### config.mk
export PLATFORM = sky130hd
export DESIGN_NAME = mem_stream_loader
export DESIGN_NICKNAME = d
export VERILOG_FILES = /design/src/rtl/mem_stream_loader_pkg.sv /design/src/rtl/msl_skid_fifo.sv /design/src/rtl/mem_stream_loader.sv
export SDC_FILE = /design/constraint.sdc
export NUM_CORES = 1
export LEC_CHECK = 0
export ABC_AREA = 1
export ABC_CLOCK_PERIOD_IN_PS = 3700
export BUFFER_PORTS_ARGS = -buffer_cell sky130_fd_sc_hd__buf_2
export CORE_AREA = 2 2 123 125
export CTS_BUF_LIST = sky130_fd_sc_hd__clkbuf_8
export CTS_CLUSTER_DIAMETER = 120
export DETAILED_ROUTE_END_ITERATION = 8
export DIE_AREA = 0 0 125 127
export PLACE_DENSITY = 0.78
export SKIP_LAST_GASP = 1
export SLEW_MARGIN = 0
export SYNTH_ARGS = -nofsm -noshare
export SYNTH_HDL_FRONTEND = slang
export SYNTH_HIERARCHICAL = 1
export SYNTH_SLANG_ARGS = --single-unit
### constraint.sdc
create_clock -name clk -period 3.7 [get_ports clk]
set_input_delay 0.74 -clock clk [delete_from_list [all_inputs] [get_ports clk]]
set_output_delay 0.74 -clock clk [all_outputs]
set_load 0.01 [all_outputs]
### src/rtl/mem_stream_loader_pkg.sv
// Shared definitions for the memory stream loader: op codes, bank indices and FSM state encoding.
package mem_stream_loader_pkg;

    localparam logic MSL_OP_WRITE = 1'b0;
    localparam logic MSL_OP_READ  = 1'b1;

    localparam int BANK_IMEM    = 0;
    localparam int BANK_SCALAR  = 1;
    localparam int BANK_BATCH   = 2;
    localparam int BANK_ENCODED = 3;

    typedef enum logic [1:0] {
        ST_IDLE  = 2'd0,
        ST_WRITE = 2'd1,
        ST_READ  = 2'd2,
        ST_DRAIN = 2'd3
    } msl_state_e;

endpackage

### src/rtl/msl_skid_fifo.sv
// Two-entry skid FIFO that absorbs read data returning from the banks while the consumer stalls.
module msl_skid_fifo #(
    parameter int DATA_W = 32
) (
    input  logic              clk,
    input  logic              reset_n,
    input  logic              push,
    input  logic [DATA_W-1:0] push_data,
    input  logic              pop,
    output logic [DATA_W-1:0] head,
    output logic [1:0]        count
);

    logic [DATA_W-1:0] slot [2];
    logic              wr_sel;
    logic              rd_sel;

    always_ff @(posedge clk or negedge reset_n) begin
        if (!reset_n) begin
            slot[0] <= '0;
            slot[1] <= '0;
            wr_sel  <= 1'b0;
            rd_sel  <= 1'b0;
            count   <= 2'd0;
        end else begin
            if (push) begin
                slot[wr_sel] <= push_data;
                wr_sel       <= ~wr_sel;
            end
            if (pop) begin
                rd_sel <= ~rd_sel;
            end
            count <= count + {1'b0, push} - {1'b0, pop};
        end
    end

    // Head is only written by a push into an empty slot, so it holds still while stalled.
    assign head = slot[rd_sel];

endmodule

### src/rtl/mem_stream_loader.sv
// Command-driven burst engine that loads/dumps accelerator memories over valid/ready streams.
// Optional running checksum enabled by defining MSL_CHECKSUM_EN.
module mem_stream_loader
    import mem_stream_loader_pkg::*;
#(
    parameter int NUM_BANKS = 4,
    parameter int DATA_W    = 32,
    parameter int ADDR_W    = 12,
    parameter int BANK_W    = 2
) (
    input  logic                        clk,
    input  logic                        reset_n,
    input  logic                        cmd_valid,
    output logic                        cmd_ready,
    input  logic                        cmd_op,
    input  logic [BANK_W-1:0]           cmd_bank,
    input  logic [ADDR_W-1:0]           cmd_base,
    input  logic [ADDR_W:0]             cmd_len,
    input  logic                        cmd_abort,
    input  logic                        s_valid,
    output logic                        s_ready,
    input  logic [DATA_W-1:0]           s_data,
    output logic                        m_valid,
    input  logic                        m_ready,
    output logic [DATA_W-1:0]           m_data,
    output logic [ADDR_W-1:0]           mem_addr,
    output logic [DATA_W-1:0]           mem_wdata,
    output logic [NUM_BANKS-1:0]        mem_we,
    output logic [NUM_BANKS-1:0]        mem_re,
    input  logic [NUM_BANKS*DATA_W-1:0] mem_rdata,
    output logic                        busy,
    output logic                        done,
    output logic                        pipe_hold,
    output logic [DATA_W-1:0]           checksum,
    output msl_state_e                  state_dbg
);

    // All streams transfer a word on a cycle where valid and ready are both high at the
    // rising edge; valid never depends on ready, and an offered word stays put until taken.

    msl_state_e        state, state_nxt;
    logic [BANK_W-1:0] bank_q;
    logic [ADDR_W-1:0] ptr_q;
    logic [ADDR_W:0]   rem_q;
    logic              inflight_q;
    logic              done_q;

    logic [1:0]        fifo_count;
    logic [DATA_W-1:0] fifo_head;
    logic              accept, wr_beat, issue, pop, last;
    logic [2:0]        occ;

    assign accept  = (state == ST_IDLE) && cmd_valid;
    assign wr_beat = (state == ST_WRITE) && s_valid && !cmd_abort;
    assign pop     = m_valid && m_ready;
    // A word leaving this cycle frees its slot, which keeps reads streaming one per cycle.
    assign occ     = {1'b0, fifo_count} + {2'b00, inflight_q} - {2'b00, pop};
    assign issue   = (state == ST_READ) && !cmd_abort && (occ < 3'd2);
    assign last    = (rem_q == {{ADDR_W{1'b0}}, 1'b1});

    always_ff @(posedge clk or negedge reset_n) begin
        if (!reset_n) begin
            state <= ST_IDLE;
        end else begin
            state <= state_nxt;
        end
    end

    always_comb begin
        state_nxt = state;
        case (state)
            ST_IDLE: begin
                if (cmd_valid && (cmd_len != '0)) begin
                    state_nxt = (cmd_op == MSL_OP_READ) ? ST_READ : ST_WRITE;
                end
            end
            ST_WRITE: begin
                if (cmd_abort) begin
                    state_nxt = ST_DRAIN;
                end else if (wr_beat && last) begin
                    state_nxt = ST_IDLE;
                end
            end
            ST_READ: begin
                if (cmd_abort || (issue && last)) begin
                    state_nxt = ST_DRAIN;
                end
            end
            ST_DRAIN: begin
                if (!inflight_q && (fifo_count == 2'd0)) begin
                    state_nxt = ST_IDLE;
                end
            end
            default: state_nxt = ST_IDLE;
        endcase
    end

    always_comb begin
        cmd_ready = (state == ST_IDLE);
        s_ready   = (state == ST_WRITE) && !cmd_abort;
        busy      = (state != ST_IDLE);
        mem_we    = '0;
        mem_re    = '0;
        mem_addr  = '0;
        mem_wdata = '0;
        if (wr_beat) begin
            mem_we[bank_q] = 1'b1;
            mem_addr       = ptr_q;
            mem_wdata      = s_data;
        end
        if (issue) begin
            mem_re[bank_q] = 1'b1;
            mem_addr       = ptr_q;
        end
    end

    always_ff @(posedge clk or negedge reset_n) begin
        if (!reset_n) begin
            bank_q     <= '0;
            ptr_q      <= '0;
            rem_q      <= '0;
            inflight_q <= 1'b0;
            done_q     <= 1'b0;
        end else begin
            if (accept) begin
                bank_q <= cmd_bank;
                ptr_q  <= cmd_base;
                rem_q  <= cmd_len;
            end else if (wr_beat || issue) begin
                ptr_q <= ptr_q + 1'b1;
                rem_q <= rem_q - 1'b1;
            end
            inflight_q <= issue;
            done_q     <= (accept && (cmd_len == '0)) ||
                          ((state != ST_IDLE) && (state_nxt == ST_IDLE));
        end
    end

    msl_skid_fifo #(.DATA_W(DATA_W)) u_fifo (
        .clk       (clk),
        .reset_n   (reset_n),
        .push      (inflight_q),
        .push_data (mem_rdata[bank_q*DATA_W +: DATA_W]),
        .pop       (pop),
        .head      (fifo_head),
        .count     (fifo_count)
    );

    assign m_valid   = (fifo_count != 2'd0);
    assign m_data    = fifo_head;
    assign done      = done_q;
    assign pipe_hold = busy;
    assign state_dbg = state;

`ifdef MSL_CHECKSUM_EN
    logic [DATA_W-1:0] sum_q;

    always_ff @(posedge clk or negedge reset_n) begin
        if (!reset_n) begin
            sum_q <= '0;
        end else if (accept) begin
            sum_q <= '0;
        end else begin
            sum_q <= sum_q + (wr_beat ? s_data : '0) + (pop ? m_data : '0);
        end
    end

    assign checksum = sum_q;
`else
    assign checksum = '0;
`endif

endmodule
==> impl_metrics.py, run 1 <==
metrics = {
    "logic_synthesis": {
        "synth_top_cells_by_count": "nand2_1, inv_1, nand3_1, o21ai_0, dfrtp_1",
        "netlist_area_um2": 6510,
        "synth_simple_gate_area_share_pct": 27.1,
        "synth_ff_type": "dfrtp_1",
        "synth_top_family_by_area": "simple AND/OR/NAND/NOR gates",
        "synth_most_common_cell": "nand2_1",
        "synth.avg_cell_area_um2": 7.06,
        "synth_cells": 922,
        "synth_compound_area_share_pct": 15.1,
        "synth_edf_count": 0,
        "synthTopCellsByArea": "dfrtp_1, nand2_1, nand3_1, inv_1, o21ai_0",
        "synth_top_area_share_pct": 38.1,
        "synth_top_area_cell": "dfrtp_1",
        "ys_seq_elements": 99,
        "synth.area.mux_share_pct": 0,
        "synthAdderAreaFrac_pct": 1.46,
        "synth_xor_area_share_pct": 1.62,
        "ys_seq_area_share_pct": 38.1,
        "ys_types": 43,
        "async_flop_share_pct": 100,
        "yosys_warnings": 6,
    },
    "global_routing": {
        "first_global_vias": 6223,
        "antenna_found_initial": 0,
        "grt_max_degree": 65,
        "track_usage_pct": 24.4,
        "gr-total-overflow": 0,
        "grt_pass1_wl_um": 31200,
    },
    "place": {
        "port_buffers": 285,
        "gp_congestion": 0.859,
        "hpwl_um": 14400,
        "dp.cells": 1347,
    },
    "power": {
        "ir_drop_mv": 0.257,
        "p_clk_share_pct": 10.0,
        "switching_share_pct": 48.8,
        "seq_power_share_pct": 33.9,
        "p_leak_uw": 0.00455,
        "power_density_nw_per_um2": 755,
        "p_int_uw": 3100,
        "p_comb_share_pct": 56.1,
        "p_sw_uw": 2960,
    },
    "clock_tree": {
        "cts_buffers": 9,
        "clk_latency_ns": 0.37,
        "path_clk_slew_ns": 0.09,
        "post_cts_buffers": 0,
        "clockBufferDepth": 2,
        "clockRootBuffer": "clkbuf_8",
        "cts_resized": 0,
        "h-tree-depth": 3,
        "postCtsHoldBufs": 0,
        "clkSinkCount": 99,
        "cts_tree": "yes",
    },
    "routing": {
        "num_vias": 6782,
        "wire_per_inst_um": 14.3,
        "wirelength_um": 19400,
        "avgViaCountPerCell": 4.98,
        "firstDrtPassIters": 5,
        "drt-initial-drc-count": 413,
        "drcViolationCount": 0,
        "antenna_left": 0,
    },
    "finish": {
        "nFillCells": 1438,
        "syn_to_final_growth_pct": 23.4,
        "multi_input_area_um2": 3080,
        "drive_above_1_share_pct": 28.2,
        "final_cells": 1362,
        "fin_nets": 1375,
        "seq_area_um2": 2480,
        "diodes": 0,
        "utilization_pct": 55.7,
    },
    "sta": {
        "tns_ns": 0,
        "rsz0062_at_grt": "no",
        "tightest_slew_ns": 1.04,
        "max-slew-margin-rel_pct": 30.4,
        "clock_skew_ns": 0.0142,
        "report.final.slew_viol_count": 0,
        "finalCritPeriodShare_pct": 94.1,
        "finalHoldViolations": 0,
        "finalCriticalPeriod_ns": 3.48,
        "hold_slack_ns": 0.381,
        "finalSetupViolations": 0,
        "max_freq_mhz": 287,
    },
    "setup_path": {
        "cp.arrival_ns": 2.74,
        "crit_required_ns": 2.96,
        "cp-end-kind": "primary output",
        "worstSetupPathType": "reg -> out",
        "path_max_fanout": 19,
        "start_kind": "flop",
    },
    "die": {
        "die_h_um": 127,
        "die_x_um": 125,
        "io_pins": 318,
        "fp.coreArea_um2": 14400,
        "dieArea_um2": 15900,
        "start_util_pct": 45.1,
        "row_count": 44,
    },
    "hold_path": {
        "hold_path_class": "in -> async",
    },
    "run_status": {
        "outcome": "finished clean",
    },
    "flow_run": {
        "maxCapViolations": 0,
    },
}
-- power groups by stage --
stage / Combinational, µW / Clock (µW) / Sequential [µW]
6_report: 3400 / 605 / 2060
5_1_grt: 3880 / 665 / 2140
4_1_cts: 3440 / 630 / 2050
3_5_place_dp: 3430 / 0 / 2070
3_3_place_gp: 3360 / 0 / 2050
2_1_floorplan: 2430 / 0 / 1910
-- critical path: stages, from the launching register on --
cell     delay, ns
dfrtp_1       0.46
o21a_1        0.25
ha_1          0.29
inv_1         0.05
nand2_1       0.05
fa_1          0.48
inv_1         0.05
nor2_1        0.07
nand2_1       0.09
nor2_4        0.18
nor2_8        0.11
nor2_1        0.13
buf_2         0.15
-- logic make-up after synthesis --
family,after synthesis
AO/OA/AOI/OAI,162
XOR/XNOR,12
adder cells (fa/ha/maj),7
buffers and inverters,234
flip-flops,99
other,1
AND/OR/NAND/NOR,407
-- final timing paths --
path                                 start              end  slack [ns]  cells after the start
max                        u_fifo/count[1]      mem_addr[0]        0.22                     12
min                                reset_n         ptr_q[0]        0.38                      1
max reg2reg                u_fifo/count[1]         rem_q[7]        0.84                     14
min reg2reg                u_fifo/slot[52]  u_fifo/slot[52]        0.49                      2
max in group asynchronous          reset_n    u_fifo/rd_sel        2.61                      2
min in group clk           u_fifo/slot[52]  u_fifo/slot[52]        0.49                      2
-- layout by cell type, fill, tap and decap left out, types with 2 or more instances in the layout --
| cell type | instances |
|---|---|
| inv_1 | 147 |
| nand3b_1 | 2 |
| nor2_1 | 83 |
| xor2_1 | 9 |
| buf_2 | 284 |
| conb_1 | 32 |
| nor2_4 | 4 |
| nor2_2 | 2 |
| o21a_1 | 2 |
| o211ai_1 | 7 |
| nand4_1 | 3 |
| nand2_2 | 4 |
| inv_2 | 4 |
| o221ai_2 | 2 |
| nor3_1 | 7 |
| ha_1 | 6 |
| nand2_1 | 181 |
| o21ai_0 | 102 |
| dfrtp_1 | 96 |
| o221ai_1 | 9 |
| xnor2_1 | 3 |
| dfrtp_2 | 3 |
| a21oi_1 | 3 |
| clkbuf_8 | 10 |
| nand3_1 | 115 |
| buf_4 | 9 |
| a22oi_1 | 32 |
| o21ai_1 | 2 |
-- routing by layer --
metal  vias up  global-route usage (%)  wire length, µm
li1       3387                       -                -
met1      3109                    32.6             8400
met2       268                    41.7             9390
met3        18                    3.35             1330
met4         0                    7.06              299
met5         -                       0                0
-- registers in the layout, summed over array words and instances (netlist names), 2 cells and up --
signal	cells
u_fifo/count	2
rem_q	13
bank_q	2
ptr_q	12
state_dbg	2
u_fifo/slot	64
-- final cells by class --
type                            count  area share, %
Timing Repair Buffer              294           18.8
Multi-Input combinational cell    620           38.3
Tap cell                          184           2.87
Clock inverter                      5          0.296
Clock buffer                       10           1.71
Sequential cell                    99           30.9
Inverter                          150           7.08
-- stage by stage --
step	setup WS (ns)	total power [µW]	instance area, µm²
after floorplan	0.497	4340	6620
after global placement	0.348	5410	7870
after detailed placement	0.319	5490	7870
after CTS	0.187	6120	8030
after global routing	0.0727	6690	8030
final	0.219	6060	8030
No activity file was read; power rests on OpenSTA's default activity.
==> run 2, diff against run 1 <==
- CELL_PAD_IN_SITES_DETAIL_PLACEMENT: default -> 1
- CELL_PAD_IN_SITES_GLOBAL_PLACEMENT: default -> 1
- CORE_AREA: 2 2 123 125 -> default
- CORE_MARGIN: default -> 2
- CORE_UTILIZATION: default -> 33
- DIE_AREA: 0 0 125 127 -> default
- PLACE_DENSITY: 0.78 -> default
- PLACE_DENSITY_LB_ADDON: default -> 0.1
==> impl_metrics.py, run 2 (synthesized netlist as in run 1, its figures left out) <==
metrics = {
    "setup_path": {
        "path_depth": 12,
        "crit_path_end": "mem_addr[10]",
        "reg2reg_from": "u_fifo/count[1]",
        "crit_path_max_incr_delay_ns": 0.50,
        "worst_path_max_delay_cell": "fa_1",
        "worst_r2r_path_depth": 15,
        "crit_required_ns": 2.96,
        "crit_chain": "o21a_1, ha_1, inv_1, nand2_1, fa_1, inv_1, nor2_1, nand2_1, nor2_4, nor2_8, nor2_1, buf_2",
        "cpLargestDelayFamily": "adder cells",
        "worstSetupPathType": "reg -> out",
        "cp.arrival_ns": 2.71,
        "crit_start": "u_fifo/count[1]",
        "crit_buf_inv": 3,
        "cp-end-kind": "primary output",
        "path_max_fanout": 22,
        "rrSetupSlack_ns": 0.69,
        "r2r-end": "rem_q[5]",
        "start_kind": "flop",
    },
    "sta": {
        "finalSetupViolations": 0,
        "rsz0062_at_grt": "no",
        "clock_skew_ns": 0.0167,
        "tns_ns": 0,
        "tightest_slew_ns": 1.11,
        "finalCriticalPeriod_ns": 3.45,
        "finalHoldViolations": 0,
        "finalCritPeriodShare_pct": 93.4,
        "max-slew-margin-rel_pct": 25.9,
        "report.final.slew_viol_count": 0,
        "max_freq_mhz": 289,
    },
    "finish": {
        "largest_registers": "u_fifo/slot: 64 flops, rem_q: 13 flops, ptr_q: 12 flops",
        "regMostFlops": "u_fifo/slot",
        "layout_commonest_cell": "buf_2",
        "diodes": 0,
        "seq_area_um2": 2480,
        "mostFrequentLayoutCells": "buf_2, nand2_1, inv_1, nand3_1, o21ai_0",
        "nFillCells": 2637,
        "multi_input_area_um2": 3080,
        "drive_above_1_share_pct": 28.8,
        "largest_register_ffs": 64,
        "syn_to_final_growth_pct": 26.1,
        "fin_nets": 1377,
        "utilization_pct": 42.3,
    },
    "clock_tree": {
        "cts_tree": "yes",
        "path_clk_slew_ns": 0.10,
        "clockBufferDepth": 2,
        "h-tree-depth": 3,
        "clkSinkCount": 99,
        "clockRootBuffer": "clkbuf_8",
        "clk_latency_ns": 0.38,
        "cts_buffers": 9,
        "postCtsHoldBufs": 0,
    },
    "global_routing": {
        "first_global_vias": 6766,
        "gr-total-overflow": 0,
        "grt_pass1_wl_um": 35300,
        "grt_max_degree": 65,
        "track_usage_pct": 21.8,
        "antenna_found_initial": 0,
    },
    "die": {
        "start_util_pct": 33.5,
        "row_count": 51,
        "dieArea_um2": 20900,
        "die_x_um": 144,
        "io_pins": 318,
        "die_h_um": 144,
        "fp.coreArea_um2": 19400,
    },
    "place": {
        "hpwl_um": 17300,
        "gp_congestion": 0.767,
        "port_buffers": 285,
    },
    "routing": {
        "avgViaCountPerCell": 4.74,
        "num_vias": 6847,
        "firstDrtPassIters": 4,
        "drt-initial-drc-count": 252,
        "antenna_left": 0,
        "wire_per_inst_um": 15.8,
        "drcViolationCount": 0,
        "wirelength_um": 22900,
    },
    "power": {
        "ir_drop_mv": 0.330,
        "power_density_nw_per_um2": 773,
        "p_leak_uw": 0.00457,
    },
    "run_status": {
        "outcome": "finished clean",
    },
    "hold_path": {
        "hold_path_class": "in -> async",
    },
    "flow_run": {
        "maxCapViolations": 0,
    },
}
run 2: power breakdown:
group          internal (µW)  switching, µW
Combinational           1240           2220
Clock                    387            410
Sequential              1630            458
run 2: layout make-up:
cell class                      instances  area share [%]
Sequential cell                        99            30.2
Inverter                              150            6.92
Clock buffer                            9            1.51
Multi-Input combinational cell        620            37.5
Timing Repair Buffer                  296            18.6
Clock inverter                          7            1.22
Tap cell                              265            4.04
run 2: worst min-delay path by stage:
stage | cells after the start | slack, ns | to
floorplan | 0 | 0.44 | bank_q[0]
global placement | 2 | 0.47 | u_fifo/slot[47]
detailed placement | 2 | 0.47 | u_fifo/slot[27]
CTS | 1 | 0.38 | u_fifo/slot[62]
global route | 1 | 0.40 | u_fifo/slot[62]
finish | 1 | 0.37 | u_fifo/slot[62]
run 2: timing repair:
action,CTS,global route
setup endpoints to repair,0,16
resized for setup,0,3
setup buffers,0,4
run 2: through the flow:
| stage | setup WS (ns) | total power [µW] | instances | area (µm²) | hold WS (ns) |
|---|---|---|---|---|---|
| finish | 0.246 | 6340 | 1446 | 8210 | 0.375 |
| detailed placement | 0.283 | 5600 | 1426 | 7950 | 0.473 |
| floorplan | 0.497 | 4340 | 953 | 6620 | 0.444 |
| CTS | 0.113 | 6420 | 1442 | 8180 | 0.377 |
| global route | 0.0138 | 7020 | 1446 | 8210 | 0.396 |
| global placement | 0.350 | 5510 | 1426 | 7950 | 0.466 |
run 2: per-layer routing:
layer  GRT usage [%]  share of wire (%)
met5               0                  0
met4            6.39                1.7
met3            3.68                5.4
met2            37.6                 49
met1            28.1                 44
==> run 3, diff against run 2 <==
- CELL_PAD_IN_SITES_DETAIL_PLACEMENT: 1 -> 0
==> impl_metrics.py, run 3 (synthesized netlist as in run 1, its figures left out) <==
metrics = {
    "setup_path": {
        "cp-end-kind": "primary output",
        "reg2reg_from": "u_fifo/count[1]",
        "start_kind": "flop",
        "path_max_fanout": 22,
        "crit_required_ns": 2.96,
        "r2r-end": "rem_q[5]",
        "worst_r2r_path_depth": 15,
        "cp.arrival_ns": 2.69,
        "worstSetupPathType": "reg -> out",
        "rrSetupSlack_ns": 0.73,
    },
    "sta": {
        "clock_skew_ns": 0.0183,
        "finalHoldViolations": 0,
        "tightest_slew_ns": 1.09,
        "finalCriticalPeriod_ns": 3.43,
        "rsz0062_at_grt": "no",
        "max-slew-margin-rel_pct": 26.9,
        "hold_slack_ns": 0.367,
        "max_freq_mhz": 292,
        "tns_ns": 0,
        "report.final.slew_viol_count": 0,
        "finalCritPeriodShare_pct": 92.7,
        "finalSetupViolations": 0,
    },
    "finish": {
        "fin_nets": 1375,
        "diodes": 0,
        "multi_input_area_um2": 3080,
        "layout_commonest_cell": "buf_2",
        "largest_register_ffs": 64,
        "nFillCells": 2202,
        "syn_to_final_growth_pct": 25.2,
        "mostFrequentLayoutCells": "buf_2, nand2_1, inv_1, nand3_1, o21ai_0",
        "seq_area_um2": 2480,
        "drive_above_1_share_pct": 28.6,
        "largest_registers": "u_fifo/slot: 64 flops, rem_q: 13 flops, ptr_q: 12 flops",
        "regMostFlops": "u_fifo/slot",
    },
    "die": {
        "die_x_um": 144,
        "row_count": 51,
        "die_h_um": 144,
        "io_pins": 318,
        "dieArea_um2": 20900,
        "fp.coreArea_um2": 19400,
        "start_util_pct": 33.5,
    },
    "routing": {
        "avgViaCountPerCell": 4.55,
        "antenna_left": 0,
        "drt-initial-drc-count": 365,
        "wirelength_um": 21500,
        "firstDrtPassIters": 5,
        "num_vias": 6565,
        "wire_per_inst_um": 14.9,
        "drcViolationCount": 0,
    },
    "place": {
        "gp_congestion": 0.767,
        "hpwl_um": 16100,
        "port_buffers": 285,
    },
    "global_routing": {
        "gr-total-overflow": 0,
        "grt_pass1_wl_um": 32400,
        "antenna_found_initial": 0,
        "track_usage_pct": 20.1,
        "first_global_vias": 6181,
        "grt_max_degree": 65,
    },
    "power": {
        "ir_drop_mv": 0.322,
        "p_leak_uw": 0.00454,
        "power_density_nw_per_um2": 753,
    },
    "clock_tree": {
        "clkSinkCount": 99,
        "path_clk_slew_ns": 0.11,
        "clockBufferDepth": 2,
        "cts_tree": "yes",
        "postCtsHoldBufs": 0,
        "clk_latency_ns": 0.38,
        "clockRootBuffer": "clkbuf_8",
        "h-tree-depth": 3,
        "cts_buffers": 9,
    },
    "hold_path": {
        "hold_path_class": "in -> async",
    },
    "run_status": {
        "outcome": "finished clean",
    },
    "flow_run": {
        "maxCapViolations": 0,
    },
}
-- run 3: cell types whose count changed in the layout (fill, tap and decap cells not counted) --
| cell | change |
|---|---|
| clkinvlp_4 | +1 |
| clkinv_2 | +1 |
| bufinv_16 | -2 |
| inv_1 | +1 |
| inv_6 | -1 |
| buf_4 | -2 |
| inv_2 | -1 |
| clkbuf_8 | +1 |
| clkinv_4 | +1 |
| inv_8 | -1 |
-- run 3: per-stage QoR --
step	std cells	utilization, %	cell area, µm²	power (µW)	setup slack (ns)
after floorplan	953	-	6620	4340	0.497
after global placement	1426	41.0	7950	5510	0.350
after detailed placement	1426	41.0	7950	5530	0.312
after CTS	1442	41.9	8130	6220	0.188
after global routing	1444	42.0	8150	6780	0.0229
final	1444	42.0	8150	6130	0.272
-- run 3: timing repair --
| item | in CTS | in global routing |
|---|---|---|
| resized for setup | 0 | 2 |
| setup endpoints to repair | 0 | 4 |
| buffers inserted | 0 | 2 |
-- run 3: routing by layer --
| layer | vias to the layer above | global-route usage (%) | wire [µm] |
|---|---|---|---|
| met5 | - | 0 | 0 |
| met4 | 0 | 4.85 | 206 |
| met3 | 15 | 3.05 | 1180 |
| met2 | 173 | 34.8 | 10400 |
| met1 | 2986 | 26.3 | 9720 |
| li1 | 3391 | - | - |
-- run 3: how the worst max path moves through the flow --
stage	slack (ns)	to	start	cells after the start
CTS	0.19	mem_addr[0]	u_fifo/count[1]	12
global placement	0.35	mem_addr[0]	m_ready	13
global route	0.02	mem_addr[11]	u_fifo/count[0]	12
finish	0.27	mem_addr[6]	u_fifo/count[1]	12
floorplan	0.50	mem_addr[10]	m_ready	12
detailed placement	0.31	mem_addr[0]	m_ready	13
-- run 3: worst max-delay path, stage by stage, from the launching register on --
cell	delay, ns
dfrtp_2	0.42
o21a_1	0.21
ha_1	0.28
inv_1	0.05
nand2_1	0.05
fa_1	0.49
inv_1	0.04
nor2_1	0.08
nand2_1	0.10
nor2_4	0.22
nor2_8	0.11
nor2_1	0.12
buf_2	0.14
-- run 3: layout make-up --
class	instances	share of cell area, %
Clock buffer	10	1.69
Clock inverter	6	0.507
Inverter	150	6.97
Multi-Input combinational cell	620	37.8
Sequential cell	99	30.4
Tap cell	265	4.07
Timing Repair Buffer	294	18.5
-- run 3: where the power goes --
| part | total, µW | leakage, µW | internal, µW | switching, µW |
|---|---|---|---|---|
| clock | 671 | 0.0000843 | 262 | 409 |
| sequential | 2070 | 0.00119 | 1630 | 446 |
| combinational | 3390 | 0.00327 | 1220 | 2170 |
